`src/rtl/div_unit.sv`:
```
// Multi-cycle signed divider for the MIPS datapath HI/LO path.
// Restoring shift-subtract on operand magnitudes (one quotient bit per
// clock), followed by a single sign-correction cycle. divHi holds the
// remainder and divLo the quotient, as in MIPS DIV.
module div_unit #(
  parameter int WIDTH = 32
) (
  input  logic             clk,
  input  logic             reset_n,
  input  logic             start,
  input  logic [WIDTH-1:0] dividend,
  input  logic [WIDTH-1:0] divisor,
  output logic             busy,
  output logic             done,
  output logic             divZero,
  output logic [WIDTH-1:0] divHi,
  output logic [WIDTH-1:0] divLo
);

  localparam int CW = $clog2(WIDTH + 1);

  localparam logic [2:0] IDLE = 3'd0;
  localparam logic [2:0] RUN  = 3'd1;
  localparam logic [2:0] FIX  = 3'd2;
  localparam logic [2:0] DONE = 3'd3;
  localparam logic [2:0] ZERO = 3'd4;

  logic [2:0]       state;
  logic [CW-1:0]    count;
  logic [WIDTH-1:0] quo;
  logic [WIDTH-1:0] rem;
  logic [WIDTH-1:0] dvsMag;
  logic             signA;
  logic             signB;

  logic [WIDTH-1:0] dividendMag;
  logic [WIDTH-1:0] divisorMag;
  logic [WIDTH-1:0] remShift;
  logic [WIDTH-1:0] remNext;
  logic [WIDTH-1:0] quoNext;
  logic             fits;
  logic [WIDTH-1:0] quoFinal;
  logic [WIDTH-1:0] remFinal;

  // Operand magnitudes; -2^(WIDTH-1) maps onto its own unsigned bit pattern.
  always_comb begin
    dividendMag = dividend[WIDTH-1] ? (~dividend + 1'b1) : dividend;
    divisorMag  = divisor[WIDTH-1]  ? (~divisor + 1'b1)  : divisor;
  end

  // One restoring step: pull the next dividend bit in and subtract when it fits.
  // rem stays below |divisor| <= 2^(WIDTH-1), so the shift never loses a bit.
  always_comb begin
    remShift = {rem[WIDTH-2:0], quo[WIDTH-1]};
    fits     = (remShift >= dvsMag);
    remNext  = fits ? (remShift - dvsMag) : remShift;
    quoNext  = {quo[WIDTH-2:0], fits};
  end

  // Sign correction: quotient truncates toward zero, remainder follows the dividend.
  always_comb begin
    quoFinal = (signA ^ signB) ? (~quo + 1'b1) : quo;
    remFinal = signA ? (~rem + 1'b1) : rem;
  end

  // Control FSM plus datapath registers; results only move in FIX.
  always_ff @(posedge clk or negedge reset_n) begin
    if (!reset_n) begin
      state   <= IDLE;
      count   <= '0;
      quo     <= '0;
      rem     <= '0;
      dvsMag  <= '0;
      signA   <= 1'b0;
      signB   <= 1'b0;
      busy    <= 1'b0;
      done    <= 1'b0;
      divZero <= 1'b0;
      divHi   <= '0;
      divLo   <= '0;
    end else begin
      case (state)
        IDLE: begin
          if (start) begin
            quo     <= dividendMag;
            dvsMag  <= divisorMag;
            signA   <= dividend[WIDTH-1];
            signB   <= divisor[WIDTH-1];
            rem     <= '0;
            count   <= '0;
            divZero <= 1'b0;
            busy    <= 1'b1;
            state   <= (divisor == '0) ? ZERO : RUN;
          end
        end
        RUN: begin
          rem   <= remNext;
          quo   <= quoNext;
          count <= count + 1'b1;
          if (count == CW'(WIDTH - 1)) begin
            state <= FIX;
          end
        end
        FIX: begin
          divLo <= quoFinal;
          divHi <= remFinal;
          done  <= 1'b1;
          state <= DONE;
        end
        ZERO: begin
          divZero <= 1'b1;
          done    <= 1'b1;
          state   <= DONE;
        end
        DONE: begin
          done  <= 1'b0;
          busy  <= 1'b0;
          state <= IDLE;
        end
        default: begin
          busy  <= 1'b0;
          done  <= 1'b0;
          state <= IDLE;
        end
      endcase
    end
  end

endmodule

```
`config.mk`:
```
export PLATFORM = sky130hd
export DESIGN_NAME = div_unit
export DESIGN_NICKNAME = d
export VERILOG_FILES = /design/src/rtl/div_unit.sv
export SDC_FILE = /design/constraint.sdc
export NUM_CORES = 1
export LEC_CHECK = 0
export CAP_MARGIN = 20
export CELL_PAD_IN_SITES_DETAIL_PLACEMENT = 1
export CELL_PAD_IN_SITES_GLOBAL_PLACEMENT = 1
export CORE_MARGIN = 2
export CORE_UTILIZATION = 46
export DETAILED_ROUTE_END_ITERATION = 16
export PLACE_DENSITY = 0.92
export REMOVE_ABC_BUFFERS = 1
export SLEW_MARGIN = 20
export SYNTH_ARGS = -nofsm -noshare
export SYNTH_HDL_FRONTEND = slang
export SYNTH_SLANG_ARGS = --single-unit
export TNS_END_PERCENT = 20
```
`constraint.sdc`:
```
create_clock -name clk -period 5.2 [get_ports clk]
set_clock_uncertainty 0.05 [all_clocks]
set_input_delay 1.04 -clock clk [delete_from_list [all_inputs] [get_ports clk]]
set_output_delay 1.04 -clock clk [all_outputs]
set_load 0.01 [all_outputs]
```
### Yosys cells after proc, flatten, opt, wreduce, memory -nomap -nowiden

Index checks and enable logic that the tools add are counted.

* flip-flop bits (word level): 174
* bits of input ports: 67
* output and inout port bits: 67
* logic and storage cells: 63

* reductions and logical operators: 12
* equal/unequal tests: 6
* order comparisons: 1
* multiplexer cells: 20
* bitwise logic cells: 6
* $add $sub $neg: 6

Operators with widths (number)
* 32-bit 2-to-1 mux: 7
* 32-bit by 1-bit adder with 32-bit output, second input constant: 4
* 32-bit NOT: 4
* 32-bit one-hot mux with 2 select lines: 2
* 32-bit >= comparator: 1
* 32-bit logical NOT: 1
* 32-bit subtractor: 1
* 6-bit one-hot mux with 2 select lines: 1
* 2-bit AND reduction: 5
* 3-bit 2-to-1 mux: 3
* 3-bit one-hot mux with 3 select lines: 1
* 6-bit by 1-bit adder with 6-bit output, second input constant: 1
* 6-bit by 5-bit equality test with 1-bit output, second input constant: 1
* 6-bit 2-to-1 mux: 1
* 1-bit one-hot mux with 2 select lines: 3
* 2-bit inequality test, second input constant: 2
* 2-bit nonzero test: 2
* 2-bit OR reduction: 2
* 3-bit by 1-bit equality test with 1-bit output, second input constant: 1
* 3-bit by 2-bit equality test with 1-bit output, second input constant: 1
* 3-bit equality test, second input constant: 1
* 3-bit logical NOT: 1
* 3-bit OR reduction: 1
* 1-bit 2-to-1 mux: 2
* other kinds (2): 2

### Logic depth before layout (Yosys ltp)

* depth after elaboration: 5
* depth in mapped cells: 13
* gate-level depth less buffers: 12

### Worst setup path after synthesis

Ideal clock, no wire load.

* kind: in2reg
* start point: input dividend[6]
* end point: register quo[28]
* arrival time: 3.637 ns
* stages on the path: 8
* buffers on the path: 0
* data required time: 5.021 ns
* setup slack: 1.384 ns
* library setup time: 0.129 ns
* path through: or4_4 > or3_4 > or3_4 > or4_4 > or3_4 > o31ai_4 > xor2_1 > o21ai_1

* cells in the longest elaborated chain, start to end: 5

Ends and longest elaborated chain
* start, declared: line 11 `input logic [WIDTH-1:0] dividend,`
* 32-bit NOT: line 47 `dividendMag = dividend[WIDTH-1] ? (~dividend + 1'b1) : dividend;`
* 32-bit by 1-bit adder with 32-bit output: line 47
* 32-bit 2-to-1 mux: line 47
* 32-bit 2-to-1 mux: line 84 `if (start) begin`
* 32-bit one-hot mux with 2 select lines: line 82 `case (state)`
* end signal, assigned: line 85 `quo <= dividendMag;`
* end signal, assigned: line 98 `quo <= quoNext;`
* end, declared: line 30 `logic [WIDTH-1:0] quo;`

Every way passes these cells. The select of a mux whose other input is x is not followed.
A chain may end at the register's enable or synchronous reset.

### Worst setup path after layout

* start point: input dividend[4]
* end point: register quo[29]

The elaborated chain is that of the path after synthesis.

==> parameters.txt <==
Parameter                              Value

Critical path
  CP cell instances    clkdlybuf4s50_1 > or4_4 > or3_1 > or3_1 > or4_1 > or3_1 > o41ai_2 > xor2_1 > o21ai_0
  Critical setup path kind    in2reg
  Slowest stage cell on the critical path    sky130_fd_sc_hd__or4_4
  Worst EP required    between 5000 and 6000 ps
  Critical path's largest stage delay    between 500 and 600 ps
  Cell type with the highest occurrence count on the critical path    sky130_fd_sc_hd__or3_1
  Crit path arrival time    around 4400 ps
  Worst r2r src    quo[31]
  CP startpoint kind    input pin
  Largest driver fanout on the critical path    5
  Start point of the critical path    dividend[4]
  Critical Path End Type    register

Clock network
  Maximum root-to-sink buffer count    2
  H-tree level count    4
  Hold buffer count at CTS    0
  Number of instances resized during post-cts repair    0
  Worst-skew pair later-pin latency    about 450 ps
  Total CTS buffers    17
  Clock sink total    174
  Setup Buffers After CTS    0
  TritonCTS clock tree    yes
  Clock tree root buffer cell    sky130_fd_sc_hd__clkbuf_16
  Clock slew at the register clock pins of the worst setup and hold paths    around 70 ps

Finish
  Highest-count cells in the layout ignoring fill and taps    213 x sky130_fd_sc_hd__o21ai_0, 192 x sky130_fd_sc_hd__nand2_1, 174 x sky130_fd_sc_hd__dfrtp_1
  Layout Nets    between 1000 and 1500
  Sequential cell area    4350 um^2
  Fillcell total    2740
  Post-route cell area    13200 um^2
  Post-layout instance count excluding filler cells    about 1700
  Commonest non-fill, non-tap cell in the layout    sky130_fd_sc_hd__o21ai_0
  Area of the multi-input gates    around 6200 um^2
  Antenna diode instance count    0
  Share of cells above drive strength 1    0.0529
  Synth-to-Final Area Change    19.5%

Routing
  Average routed wire per standard cell    slightly above 20 um
  Remaining number of nets flagged by the antenna check after routing    0
  Number of vias in the routed layout    just over 10000
  Iter 0 DRT Violations    670
  First-pass iteration count of the detailed router    5
  DRC violation count after routing    0
  Metal3 WL    1440 um
  Met2 wire length    17800 um
  Routed Wire Length    about 35000 um
  Detailed-routing wirelength on met1    approximately 15000 um
  Number of vias per cell    ~6
  Topmost layer with routed signal wires    met4

STA
  RSZ-0062 raised after global routing    no
  Max Slew Vio Count    0
  Final setup violation count    0
  Transition time of the tightest slew-check pin    about 960 ps
  Setup tns final    0 ps
  Fin. Hold Viols    0
  Min Clock Period, post-route    roughly 4200 ps
  Max Clock Freq    between 200 and 250 MHz
  Worst slew slack as a fraction of its limit    0.357
  Ratio of final minimum period to clock period    0.810

Floorplanning
  Initial Util    0.469
  Die boundary height    between 150 and 200 um
  Floorplan die area    about 25000 um^2
  Core region area    approximately 23000 um^2
  Die width    159 um
  Top-level I/O count    around 130
  Number of rows created at floorplan    between 50 and 60

Logic synthesis
  Sequential cell area fraction in the yosys report    0.395
  Netlist area before placement    roughly 11000 um^2
  Number of enable flip-flop cells after synthesis    0
  Post-synthesis instance total    between 1000 and 1500
  Top post-synthesis cells by area    sky130_fd_sc_hd__dfrtp_1 40%, sky130_fd_sc_hd__o21ai_0 9.7%, sky130_fd_sc_hd__xor2_1 9.2%
  Share of synthesized registers carrying an async set or reset    1.00
  Flip-flop and latch count after synthesis    174
  Warnings from Yosys    0
  Area share of the leading cell type in the synthesized netlist    0.395
  Average instance area after synthesis    between 8 and 9 um^2
  Synth area leader    sky130_fd_sc_hd__dfrtp_1
  Most common flop cell mapped by yosys    sky130_fd_sc_hd__dfrtp_1
  Number of distinct library cells after synthesis    60

Run status
  Outcome    complete, no violations

Min path
  Min-delay worst type    reg2reg
  Startpoint of the most critical hold path    divHi[29]

Power and ir drop
  Clock network fraction of total power    0.181
  Sw Ratio    0.464
  Leakage power    around 5.6 nW
  Power spent charging and discharging nets    roughly 0.0034 W
  Worst ir drop on vdd    roughly 0.00026 V
  Internal power    a little under 0.004 W
  Share of total power in combinational logic    0.512
  Fraction of power consumed by sequential logic    0.306
  Power per cell area    roughly 550 nW/um^2

Place
  Routability cong.    just under 0.9
  DP HPWL    24100 um
  Placed cell count    between 1500 and 2000
  Placed instance area    about 13000 um^2
  IO buf count    about 130

GRT
  Remaining global-route overflow    0
  Vias in the first global route    about 11000
  Initial antenna violation count    0
  Global-route wire length before repair    between 50000 and 60000 um
  Maximum number of pins on one net before global-route repair    between 90 and 100
  Global Route Usage Sum    0.278

Flow run
  Max-Cap Viols    0
[critical path, delay by kind of cell]
kind | cells | cell delay [ps]
simple gates | 5 | 2280
buf+inv | 1 | 500
compound gates | 2 | 410
xor+xnor | 1 | 200
[power groups by stage]
stage / logic (W) / clock network (W) / registers (W)
6_report: 0.00370 / 0.00131 / 0.00221
5_1_grt: 0.00409 / 0.00137 / 0.00226
4_1_cts: 0.00367 / 0.00133 / 0.00220
3_5_place_dp: 0.00353 / 0 / 0.00221
3_3_place_gp: 0.00334 / 0 / 0.00217
2_1_floorplan: 0.00264 / 0 / 0.00207
[cell families after synthesis]
kind of cell	synth area share
buf+inv	0.0419
mux	0.0156
xor+xnor	0.117
flops	0.395
fa+ha+maj	0.0438
simple gates	0.158
compound gates	0.229
[cells in the mapped netlist, drive strengths merged (4+ instances only)]
library cell and n:
a211oi 5, a21o 12, a21oi 52, a22o 9, a22oi 30, a31oi 6, buf 6, clkbuf 67
dfrtp 174, ha 37, inv 50, mux2i 16, nand2 194, nand2b 9, nand3 23, nand4 8
nor2 44, nor2b 9, nor3 11, nor4 9, o211ai 5, o21ai 217, o21bai 4, o221ai 4
o31ai 32, o41ai 18, or2 5, or3 18, or4 24, xnor2 31, xor2 116
[area by class of cell]
class,instances,share of cell area
clock buffers,18,0.0326
inverters,50,0.0142
well taps,319,0.0303
repair buffers,145,0.107
flip-flops and latches,174,0.331
clock inverters,14,0.0115
multi-input cells,979,0.474
[sequential cells by signal, summed over array words and instances (netlist names)]
register,cells
divHi,32
divLo,32
dvsMag,32
quo,32
rem,32
count,6
state,3
busy,1
divZero,1
done,1
signA,1
signB,1
[stage by stage]
stage	worst slack, ps	util	total power [W]	hold WS, ps
2_1_floorplan	-356	-	0.00471	400
3_3_place_gp	713	0.537	0.00551	411
3_5_place_dp	619	0.537	0.00574	419
4_1_cts	1020	0.562	0.00719	436
5_1_grt	827	0.561	0.00773	457
6_report	988	0.561	0.00722	428
[layer usage]
metal  track usage  vias to the layer above
met3        0.0423                       75
met4         0.107                        0
met1         0.338                     5152
met5             0                        -
met2         0.497                      300
li1              -                     4724
[final timing paths]
path	to	depth (start not counted)	slack [ps]
hold / removal	divHi[29]	2	430
min in group asynchronous	divLo[8]	1	610
setup reg to reg	rem[11]	13	1170
hold reg to reg	divHi[29]	2	430
setup / recovery	quo[29]	9	990
max in group asynchronous	divHi[10]	2	3410
Note: power is estimated with default switching activity, not from simulation.
==> RTL edit: new RTL, same settings <==
Change the parameter `WIDTH` from 32 to 64.
--- a/src/rtl/div_unit.sv
+++ b/src/rtl/div_unit.sv
@@ -3,7 +3,7 @@
 // clock), followed by a single sign-correction cycle. divHi holds the
 // remainder and divLo the quotient, as in MIPS DIV.
 module div_unit #(
-  parameter int WIDTH = 32
+  parameter int WIDTH = 64
 ) (
   input  logic             clk,
   input  logic             reset_n,
Ports: changed (resized divHi, divLo, dividend and divisor); port bits go from 134 to 262. The function was not compared with the original's and may differ.
==> RTL edit against the original RTL <==
- synthesized cell count is 110% higher
- setup slack worse by 0.37 ns
- worst hold slack better by 0.00079 ns
- utilization is 0.076 points lower
- critical endpoint is now rem[44]
- sequential share of layout area is 1.8 points lower
- power is 16% lower
- sequential cell count is 161 higher
- wire length is 130% higher
- design area is 100% higher
- synthesized area is 100% higher
- first-iteration DRC count grew to 2.5 times the old value
==> RTL edit: results (changes against the original RTL) <==
stage;metric;value;unit;change
run_status;outcome;finished, final reports clean;;unchanged
worst_setup_path;Worst R2R End;rem[44];;was rem[11]
timing;Hold Slack;0.428;ns;about the same
synthesis;Mean Syn Cell Area;8.34;sq um;was 8.64 sq um
die;num rows;80;;was 56
drt;via count;21700;;was 10300
cells_and_area;layout cells sized above 1;5.21;%;was 5.29%
synthesis;Seq/Total Area, Yosys;37.6;%;was 39.5%
global_routing;largest net degree at the start of global routing;140;;was 99
placement;Placed Area;25400;sq um;was 12600 sq um
cells_and_area;Non-clock inverters;102;;was 50
worst_setup_path;r2r setup slk;0.62;ns;was 1.17 ns
clock_network;Clock H-tree levels;2;;was 4
cells_and_area;non-clk buf share;10.6;%;was 10.7%
power;Pleak;10.8;nW;was 5.59 nW
worst_hold_path;Hold Path End;dvsMag[57];;was divHi[29]
drt;initial DRC count;1679;;was 670
global_routing;grt met2 use;54.7;%;was 49.7%
timing;Worst-Margin Slew;1.08;ns;was 0.963 ns
cells_and_area;clk cell area share;5.34;%;was 4.41%
worst_setup_path;crit path max-delay cell type;a21oi_1;;was or4_4
cells_and_area;seq_cells;335;;was 174
cells_and_area;# diodes;3;;was 0
cells_and_area;fill count;5594;;was 2740
synthesis;Commonest cells post-synth;o21ai_0 (409), nand2_1 (390), dfrtp_1 (335);;was o21ai_0 (213), nand2_1 (194), dfrtp_1 (174)
synthesis;Area contributors post-synth;dfrtp_1 (38%), o21ai_0 (9.2%), xor2_1 (9.1%), nand2_1 (6.6%), ha_1 (3.9%);;was dfrtp_1 (40%), o21ai_0 (9.7%), xor2_1 (9.2%), nand2_1 (6.6%), ha_1 (4.2%)
placement;Inst Count DP;3418;;was 1667
drt;M1 WL;34000;um;was 14800 um
clock_network;largest buffer count on any clock path;3;;was 2
synthesis;Yosys cell types;81;;was 60
drt;drt total wl;81100;um;was 35000 um
global_routing;vias in the first global route;22800;;was 11000
timing;period utilization;88.1;%;was 81.0%
global_routing;initial antenna violation count;1;;was 0
cells_and_area;share of cell area taken by multi-input logic gates;48.4;%;was 47.4%
cells_and_area;fraction of area in registers;31.3;%;was 33.1%
placement;# port buffers;261;;was 133
worst_setup_path;Critical Path Start;quo[63];;was dividend[4]
cells_and_area;multi-input gate count;2077;;was 979
cells_and_area;Nets;3048;;was 1472
placement;Final GP Congestion;0.960;;was 0.876
placement;Post-DP HPWL;58400;um;was 24100 um
worst_setup_path;Worst EP arrival;4.99;ns;was 4.43 ns
drt;met3 WL;4520;um;was 1440 um
-- RTL edit: cell count changes after synthesis, sizes merged, moves of 29 or more --
cell,before,now
clkbuf,67,139
ha,37,69
nand2,194,390
xor2,116,232
o21ai,217,422
a22oi,30,59
inv,50,102
xnor2,31,66
nor3,11,46
nor2,44,124
dfrtp,174,335
a21oi,52,137
o31ai,32,81
-- RTL edit: power groups by stage --
stage	Sequential [mW]	Clock, mW	Combinational (mW)
2_1_floorplan	2.66	0	0.100
3_3_place_gp	2.65	0	0.337
3_5_place_dp	2.65	0	0.351
4_1_cts	2.61	3.13	0.356
5_1_grt	2.61	3.23	0.383
6_report	2.61	3.09	0.355
-- RTL edit: cells by family after synthesis --
| logic type | share of synthesized area [%] |
|---|---|
| AOI/OAI and AO/OA | 24.3 |
| xor gates and xnor gates | 11.7 |
| adders and majority gates | 3.96 |
| muxes | 0.897 |
| DFF | 37.6 |
| and+or+nand+nor | 17.1 |
| buffers and inverters | 4.54 |
